===== config.mk =====
export PLATFORM = sky130hd
export DESIGN_NAME = avst_avmm_mmio_bridge
export DESIGN_NICKNAME = d
export VERILOG_FILES = /design/src/rtl/ccip_avmm_pkg.sv /design/src/rtl/avmm_bridge_fifo.sv /design/src/rtl/avst_avmm_mmio_bridge.sv
export SDC_FILE = /design/constraint.sdc
export NUM_CORES = 1
export LEC_CHECK = 0
export ABC_CLOCK_PERIOD_IN_PS = 8330
export BUFFER_PORTS_ARGS = -buffer_cell sky130_fd_sc_hd__buf_4
export CORE_ASPECT_RATIO = 1.1
export CORE_MARGIN = 5
export CORE_UTILIZATION = 44
export DETAILED_ROUTE_END_ITERATION = 16
export GPL_TIMING_DRIVEN = 0
export SYNTH_ARGS = -nofsm -noshare
export SYNTH_HDL_FRONTEND = slang
export SYNTH_SLANG_ARGS = --single-unit

===== constraint.sdc =====
create_clock -name clk -period 8.33 [get_ports clk]
set_clock_uncertainty 0.1 [all_clocks]
set_input_delay 0.4165 -clock clk [delete_from_list [all_inputs] [get_ports clk]]
set_output_delay 0.4165 -clock clk [all_outputs]
set_load 0.05 [all_outputs]

===== src/rtl/ccip_avmm_pkg.sv =====
// Shared types and constants for the CCI-P MMIO to Avalon-MM path.
// The command struct is also what the upstream MMIO stage produces.
package ccip_avmm_pkg;

  localparam int CCIP_MMIO_ADDR_WIDTH = 16;
  localparam int CCIP_MMIO_DATA_WIDTH = 64;

  // Command word carried on the Avalon-ST input, MSB first.
  typedef struct packed {
    logic                            is_read;
    logic                            is_32bit;
    logic [CCIP_MMIO_ADDR_WIDTH-1:0] addr;
    logic [CCIP_MMIO_DATA_WIDTH-1:0] write_data;
  } t_avst_input;

  localparam logic [7:0] AVMM_BE_64     = 8'hFF;
  localparam logic [7:0] AVMM_BE_32_LO  = 8'h0F;
  localparam logic [7:0] AVMM_BE_32_HI  = 8'hF0;

  typedef enum logic {
    ST_IDLE  = 1'b0,
    ST_ISSUE = 1'b1
  } t_bridge_state;

  // A 32-bit access selects the half of the 64-bit word picked by addr[2].
  function automatic logic [7:0] ccip_byteenable(input logic is_32bit,
                                                 input logic addr_bit2);
    if (!is_32bit) begin
      return AVMM_BE_64;
    end
    return addr_bit2 ? AVMM_BE_32_HI : AVMM_BE_32_LO;
  endfunction

endpackage


===== src/rtl/avmm_bridge_fifo.sv =====
// Show-ahead synchronous FIFO with fill count. A push into a full FIFO is
// dropped unless a pop frees an entry in the same cycle. dout_next exposes
// the entry behind the head so the owner can look one command ahead.
module avmm_bridge_fifo #(
  parameter int WIDTH = 8,
  parameter int DEPTH = 4
) (
  input  logic                     clk,
  input  logic                     rst,
  input  logic                     push,
  input  logic                     pop,
  input  logic [WIDTH-1:0]         din,
  output logic [WIDTH-1:0]         dout,
  output logic [WIDTH-1:0]         dout_next,
  output logic                     empty,
  output logic                     full,
  output logic [$clog2(DEPTH):0]   usedw,
  output logic [$clog2(DEPTH):0]   usedw_next
);

  localparam int CNT_W = $clog2(DEPTH) + 1;
  localparam int PTR_W = (DEPTH > 1) ? $clog2(DEPTH) : 1;
  localparam logic [PTR_W-1:0] LAST_PTR = PTR_W'(DEPTH - 1);
  localparam logic [CNT_W-1:0] FULL_CNT = CNT_W'(DEPTH);

  logic [WIDTH-1:0] mem_q [DEPTH];
  logic [PTR_W-1:0] wr_ptr_q, wr_ptr_d;
  logic [PTR_W-1:0] rd_ptr_q, rd_ptr_d;
  logic [PTR_W-1:0] rd_ptr_inc;
  logic [CNT_W-1:0] count_q, count_d;
  logic             push_ok;
  logic             pop_ok;

  assign empty      = (count_q == '0);
  assign full       = (count_q == FULL_CNT);
  assign usedw      = count_q;
  assign usedw_next = count_d;
  assign dout       = mem_q[rd_ptr_q];
  assign dout_next  = mem_q[rd_ptr_inc];

  // Pointer and fill-count bookkeeping for the accepted push/pop this cycle.
  always_comb begin
    push_ok    = push && (!full || pop);
    pop_ok     = pop && !empty;
    rd_ptr_inc = (rd_ptr_q == LAST_PTR) ? '0 : rd_ptr_q + PTR_W'(1);
    wr_ptr_d   = wr_ptr_q;
    rd_ptr_d   = rd_ptr_q;
    count_d    = count_q;
    if (push_ok) begin
      wr_ptr_d = (wr_ptr_q == LAST_PTR) ? '0 : wr_ptr_q + PTR_W'(1);
    end
    if (pop_ok) begin
      rd_ptr_d = rd_ptr_inc;
    end
    case ({push_ok, pop_ok})
      2'b10:   count_d = count_q + CNT_W'(1);
      2'b01:   count_d = count_q - CNT_W'(1);
      default: count_d = count_q;
    endcase
  end

  // Pointer and count registers; reset empties the FIFO.
  always_ff @(posedge clk or posedge rst) begin
    if (rst) begin
      wr_ptr_q <= '0;
      rd_ptr_q <= '0;
      count_q  <= '0;
    end else begin
      wr_ptr_q <= wr_ptr_d;
      rd_ptr_q <= rd_ptr_d;
      count_q  <= count_d;
    end
  end

  // Storage array; contents are meaningless while the count says empty.
  always_ff @(posedge clk) begin
    if (push_ok) begin
      mem_q[wr_ptr_q] <= din;
    end
  end

endmodule


===== src/rtl/avst_avmm_mmio_bridge.sv =====
// Bridges an Avalon-ST stream of MMIO commands onto an Avalon-MM master
// with pipelined reads, returning read data as an Avalon-ST response stream.
module avst_avmm_mmio_bridge
  import ccip_avmm_pkg::*;
#(
  parameter int AVMM_ADDR_WIDTH   = 16,
  parameter int AVMM_DATA_WIDTH   = 64,
  parameter int CMD_FIFO_DEPTH    = 8,
  parameter int MAX_PENDING_READS = 4
) (
  input  logic                         clk,
  input  logic                         SoftReset,
  input  logic [AVMM_ADDR_WIDTH+AVMM_DATA_WIDTH+1:0] in_data,
  input  logic                         in_valid,
  output logic                         in_ready,
  output logic [AVMM_DATA_WIDTH-1:0]   out_data,
  output logic                         out_valid,
  input  logic                         out_ready,
  output logic [AVMM_ADDR_WIDTH-1:0]   avmm_address,
  output logic                         avmm_read,
  output logic                         avmm_write,
  output logic [AVMM_DATA_WIDTH-1:0]   avmm_writedata,
  output logic [AVMM_DATA_WIDTH/8-1:0] avmm_byteenable,
  input  logic                         avmm_waitrequest,
  input  logic [AVMM_DATA_WIDTH-1:0]   avmm_readdata,
  input  logic                         avmm_readdatavalid,
  output logic                         cmd_overflow_err,
  output logic                         rsp_spurious_err
);

  localparam int A         = AVMM_ADDR_WIDTH;
  localparam int D         = AVMM_DATA_WIDTH;
  localparam int BE_W      = D / 8;
  localparam int CMD_W     = A + D + 2;
  localparam int CMD_CNT_W = $clog2(CMD_FIFO_DEPTH) + 1;
  localparam int PEND_W    = $clog2(MAX_PENDING_READS) + 1;
  localparam logic [PEND_W-1:0]    MAX_PEND    = PEND_W'(MAX_PENDING_READS);
  localparam logic [CMD_CNT_W-1:0] READY_LIMIT = CMD_CNT_W'(CMD_FIFO_DEPTH - 2);

  t_bridge_state state_q, state_d;
  logic [PEND_W-1:0] pending_q, pending_d;
  logic in_ready_q, in_ready_d;
  logic cmd_overflow_q, cmd_overflow_d;
  logic rsp_spurious_q, rsp_spurious_d;

  logic [CMD_W-1:0]     cmd_head, cmd_next;
  logic                 cmd_empty, cmd_full, cmd_pop;
  logic [CMD_CNT_W-1:0] cmd_used, cmd_used_next;
  logic                 rsp_empty, rsp_full, rsp_push, out_pop;
  logic [PEND_W-1:0]    rsp_used, rsp_used_next;
  logic [D-1:0]         rsp_dout_next;

  logic         head_is_read, head_is_32, next_is_read;
  logic [A-1:0] head_addr;
  logic [D-1:0] head_wdata;
  logic         accept, read_accept, head_eligible, next_eligible;

  assign head_is_read = cmd_head[CMD_W-1];
  assign head_is_32   = cmd_head[CMD_W-2];
  assign head_addr    = cmd_head[D +: A];
  assign head_wdata   = cmd_head[D-1:0];
  assign next_is_read = cmd_next[CMD_W-1];

  assign accept      = (state_q == ST_ISSUE) && !avmm_waitrequest;
  assign read_accept = accept && head_is_read;
  assign cmd_pop     = accept;
  assign out_pop     = !rsp_empty && out_ready;
  assign out_valid   = !rsp_empty;
  assign rsp_push    = avmm_readdatavalid && (pending_q > rsp_used);

  assign in_ready         = in_ready_q;
  assign cmd_overflow_err = cmd_overflow_q;
  assign rsp_spurious_err = rsp_spurious_q;

  logic unused_ok;
  assign unused_ok = ^{head_addr[1:0], cmd_next[CMD_W-2:0], rsp_full,
                       rsp_used_next, rsp_dout_next};

  avmm_bridge_fifo #(.WIDTH(CMD_W), .DEPTH(CMD_FIFO_DEPTH)) u_cmd_fifo (
    .clk        (clk),
    .rst        (SoftReset),
    .push       (in_valid),
    .pop        (cmd_pop),
    .din        (in_data),
    .dout       (cmd_head),
    .dout_next  (cmd_next),
    .empty      (cmd_empty),
    .full       (cmd_full),
    .usedw      (cmd_used),
    .usedw_next (cmd_used_next)
  );

  avmm_bridge_fifo #(.WIDTH(D), .DEPTH(MAX_PENDING_READS)) u_rsp_fifo (
    .clk        (clk),
    .rst        (SoftReset),
    .push       (rsp_push),
    .pop        (out_pop),
    .din        (avmm_readdata),
    .dout       (out_data),
    .dout_next  (rsp_dout_next),
    .empty      (rsp_empty),
    .full       (rsp_full),
    .usedw      (rsp_used),
    .usedw_next (rsp_used_next)
  );

  // Read credit tracking, ready/backpressure and sticky error next-state.
  always_comb begin
    pending_d = pending_q;
    case ({read_accept, out_pop})
      2'b10:   pending_d = pending_q + PEND_W'(1);
      2'b01:   pending_d = pending_q - PEND_W'(1);
      default: pending_d = pending_q;
    endcase
    in_ready_d     = (cmd_used_next <= READY_LIMIT);
    cmd_overflow_d = cmd_overflow_q | (in_valid & cmd_full & ~cmd_pop);
    rsp_spurious_d = rsp_spurious_q | (avmm_readdatavalid & ~rsp_push);
  end

  // Issue FSM and Avalon-MM outputs; only entries already stored behind the
  // head may chain back-to-back so a fresh command always sees two cycles.
  always_comb begin
    state_d         = state_q;
    avmm_read       = 1'b0;
    avmm_write      = 1'b0;
    avmm_address    = '0;
    avmm_writedata  = '0;
    avmm_byteenable = '0;
    head_eligible   = !cmd_empty && (!head_is_read || (pending_q < MAX_PEND));
    next_eligible   = (cmd_used >= CMD_CNT_W'(2)) &&
                      (!next_is_read || (pending_d < MAX_PEND));
    case (state_q)
      ST_IDLE: begin
        if (head_eligible) begin
          state_d = ST_ISSUE;
        end
      end
      ST_ISSUE: begin
        avmm_read       = head_is_read;
        avmm_write      = !head_is_read;
        avmm_address    = {head_addr[A-1:3], 3'b000};
        avmm_writedata  = head_wdata;
        avmm_byteenable = BE_W'(ccip_byteenable(head_is_32, head_addr[2]));
        if (accept) begin
          state_d = next_eligible ? ST_ISSUE : ST_IDLE;
        end
      end
      default: state_d = ST_IDLE;
    endcase
  end

  // Control registers; reset abandons any in-flight Avalon transaction.
  always_ff @(posedge clk or posedge SoftReset) begin
    if (SoftReset) begin
      state_q        <= ST_IDLE;
      pending_q      <= '0;
      in_ready_q     <= 1'b0;
      cmd_overflow_q <= 1'b0;
      rsp_spurious_q <= 1'b0;
    end else begin
      state_q        <= state_d;
      pending_q      <= pending_d;
      in_ready_q     <= in_ready_d;
      cmd_overflow_q <= cmd_overflow_d;
      rsp_spurious_q <= rsp_spurious_d;
    end
  end

endmodule


==> results.json <==
{
  "outcome": "completed",
  "num_vias": 17050,
  "cts_tree": "yes",
  "cts.sinks": 920,
  "min_path_type": "in2reg",
  "area_growth_pct": 25.85,
  "grt_max_degree": 54,
  "end_kind": "output pin",
  "worstSetupStartpointType": "register",
  "cts_buffers": 94,
  "cts-htree-levels": 3,
  "die_h_um": 306.7,
  "syn_area_per_cell_um2": 23.35,
  "numPortBuffers": 304,
  "via_per_inst": 5.243,
  "syn_area_um2": 35210,
  "crit_path_max_fanout": 10,
  "wl_per_cell_um": 23.89,
  "die_area_um2": 85790,
  "fmax_mhz": 242.5,
  "synth_top_cell_by_area": "edfxtp_1",
  "rr_worst_depth": 12,
  "worst_ep_required_time_ns": 7.81,
  "drv_slew": 0,
  "drt_iter0_markers": 1099,
  "cap_violations": 0,
  "ys_warn_count": 0,
  "insertion_delay_ns": 0.65,
  "cts-root-buf": "clkbuf_16",
  "reg2reg_from": "u_cmd_fifo.rd_ptr_q[0]",
  "hold_buffers": 148,
  "syn_inst": 1508,
  "dp_hpwl_mm": 50.87,
  "globalplace.congestion": 0.7188,
  "cellLeakagePower_nw": 15.13,
  "ioPinCount": 310,
  "worst-setup-path-type": "reg2out",
  "synthTopCellsByArea": "edfxtp_1 76%, mux4_2 14%, mux2i_1 2.4%",
  "synthFlopType": "edfxtp_1",
  "tightest_slew_ns": 1.145,
  "rrSetupSlack_ns": 4.99,
  "grt_remaining_overflow": 0,
  "synthDominantCellAreaShare": 0.7641,
  "drc": 0,
  "post_cts_resized": 0,
  "cp.arrival_ns": 3.61,
  "dr.pass1.iters": 5,
  "ys_types": 44,
  "drtAntennaViolNets": 0,
  "wl_mm": 77.70,
  "die_x_um": 279.7,
  "min_path_cells": 3,
  "power_density_nw_per_um2": 391.2,
  "clk_pin_slew_worst_paths_ns": 0.06,
  "grt_setup_unrepaired": "false",
  "final_layout_size_suffix_gt1_frac": 0.3588,
  "start_util": 0.4447,
  "synthArstFlopShare": 0.02609,
  "post_cts_buffers": 0,
  "worst_slew_margin_rel": 0.2298,
  "synth_edf_count": 896,
  "timing.final.hold_violations": 0,
  "power_mw": 17.34,
  "ir_worst_vdd_mv": 0.3914,
  "hold_path_end": "u_rsp_fifo.rd_ptr_q[0]",
  "num_rows": 108,
  "setup-tns-final_ns": 0,
  "whs_ns": 0.1284,
  "grt_pass1_vias": 18420,
  "clock_tree.buffer_depth": 3,
  "grt_pass1_wl_mm": 116.4,
  "grt_usage": 0.1800,
  "core_um2": 79190,
  "antenna_found_initial": 8,
  "seq_area_frac_synth": 0.7812,
  "hold_start": "out_ready",
  "setup_viol": 0,
  "fin_nets": 2292,
  "layout_min_cycle_time_ns": 4.124,
  "ys_ff_latch": 920,
  "fin_crit_sh": 0.4951,
  "rr_endpoint": "state_q"
}
layout by cell type, fill, tap and decap left out, types with 22 or more instances in the layout:
cell type / synthesis / routed
edfxtp_1: 896 / 896
buf_4: 9 / 320
mux4_2: 225 / 225
dlygate4sd3_1: 0 / 148
clkbuf_16: 0 / 94
mux2i_1: 83 / 83
nor2b_1: 81 / 81
clkbuf_1: 32 / 49
buf_6: 2 / 35
buf_2: 24 / 24
dfrtp_1: 24 / 24
clkinv_1: 0 / 22
how the worst max path moves through the flow:
stage                           startpoint                 endpoint  slack (ns)  cells after the start
CTS                 u_cmd_fifo.rd_ptr_q[2]       avmm_writedata[54]        4.04                      6
finish              u_cmd_fifo.rd_ptr_q[2]       avmm_writedata[53]        4.21                      6
global route        u_cmd_fifo.rd_ptr_q[2]       avmm_writedata[54]        4.03                      6
detailed placement  u_cmd_fifo.rd_ptr_q[2]       avmm_writedata[54]        4.76                      6
global placement          avmm_waitrequest  u_cmd_fifo.mem_q[2][33]       -5.31                      5
floorplan                 avmm_waitrequest   u_cmd_fifo.mem_q[2][0]        1.18                      4
critical path: stages, from the launching register on:
cell and delay, ns:
dfrtp_1 0.35, clkbuf_1 0.71, clkbuf_1 0.75, buf_2 0.51, mux2i_1 0.34, nor2b_1 0.08, buf_4 0.19
power breakdown:
| part | switching (mW) | internal, mW |
|---|---|---|
| clock network | 1.75 | 2.32 |
| logic | 4.53 | 2.67 |
| registers | 0.179 | 5.88 |
| total | 6.45 | 10.9 |
cell usage after synthesis, types with 2 or more instances:
| library cell | number |
|---|---|
| ha_1 | 16 |
| nor4_1 | 2 |
| nor2_1 | 12 |
| buf_2 | 24 |
| and2_1 | 8 |
| buf_6 | 2 |
| nor3_1 | 7 |
| dfrtp_1 | 24 |
| buf_1 | 13 |
| a21oi_1 | 2 |
| nand2b_1 | 6 |
| clkbuf_1 | 32 |
| mux4_2 | 225 |
| xor2_1 | 6 |
| nand3_1 | 3 |
| inv_1 | 11 |
| xnor2_1 | 5 |
| buf_4 | 9 |
| o21ai_0 | 2 |
| edfxtp_1 | 896 |
| nand2_1 | 6 |
| mux2_2 | 12 |
| nor2b_1 | 81 |
| fa_1 | 2 |
| mux2i_1 | 83 |
flip-flops by register name, summed over array words and instances, names as in the netlist:
register,cells
u_cmd_fifo.wr_ptr_q,3
rsp_spurious_err,1
pending_q,3
u_cmd_fifo.rd_ptr_q,3
state_q,1
cmd_overflow_err,1
u_rsp_fifo.usedw,3
u_cmd_fifo.usedw,4
u_cmd_fifo.mem_q,640
u_rsp_fifo.mem_q,256
in_ready,1
u_rsp_fifo.rd_ptr_q,2
u_rsp_fifo.wr_ptr_q,2
area by class of cell:
cell class	count	area, um2
diodes	8	20.02
inverters	11	41.29
clock inverters	60	573.1
plain buffers	81	392.9
multi-input cells	498	7347
flip-flops and latches	920	27510
fillers	6061	34870
clock buffers	113	2444
repair buffers	516	4683
well taps	1045	1308
routing by layer:
metal	global-route usage	vias to the layer above	share of wire
li1	-	7540	-
met1	0.2416	8960	0.42
met2	0.3048	438	0.50
met3	0.03771	108	0.061
met4	0.04658	4	0.019
met5	0	-	0.00027
through the flow:
step	instances	utilization	setup WS [ns]	area, um2
3_3_place_gp	2859	0.4902	-5.307	38820
4_1_cts	3244	0.5594	4.042	44300
6_report	3252	0.5596	4.206	44320
2_1_floorplan	1510	-	1.178	35230
3_5_place_dp	2923	0.5026	4.756	39800
5_1_grt	3245	0.5594	4.026	44300
logic make-up after synthesis:
| logic type | Yosys count | share of synthesized area |
|---|---|---|
| xor gates and xnor gates | 12 | 0.003376 |
| buffers and inverters | 92 | 0.01233 |
| other | 1 | 0.0001065 |
| and+or+nand+nor | 132 | 0.02217 |
| muxes | 320 | 0.1713 |
| DFF | 920 | 0.7812 |
| AOI/OAI and AO/OA | 13 | 0.002701 |
| adders and majority gates | 18 | 0.006822 |
No activity file was read; power rests on OpenSTA's default activity.
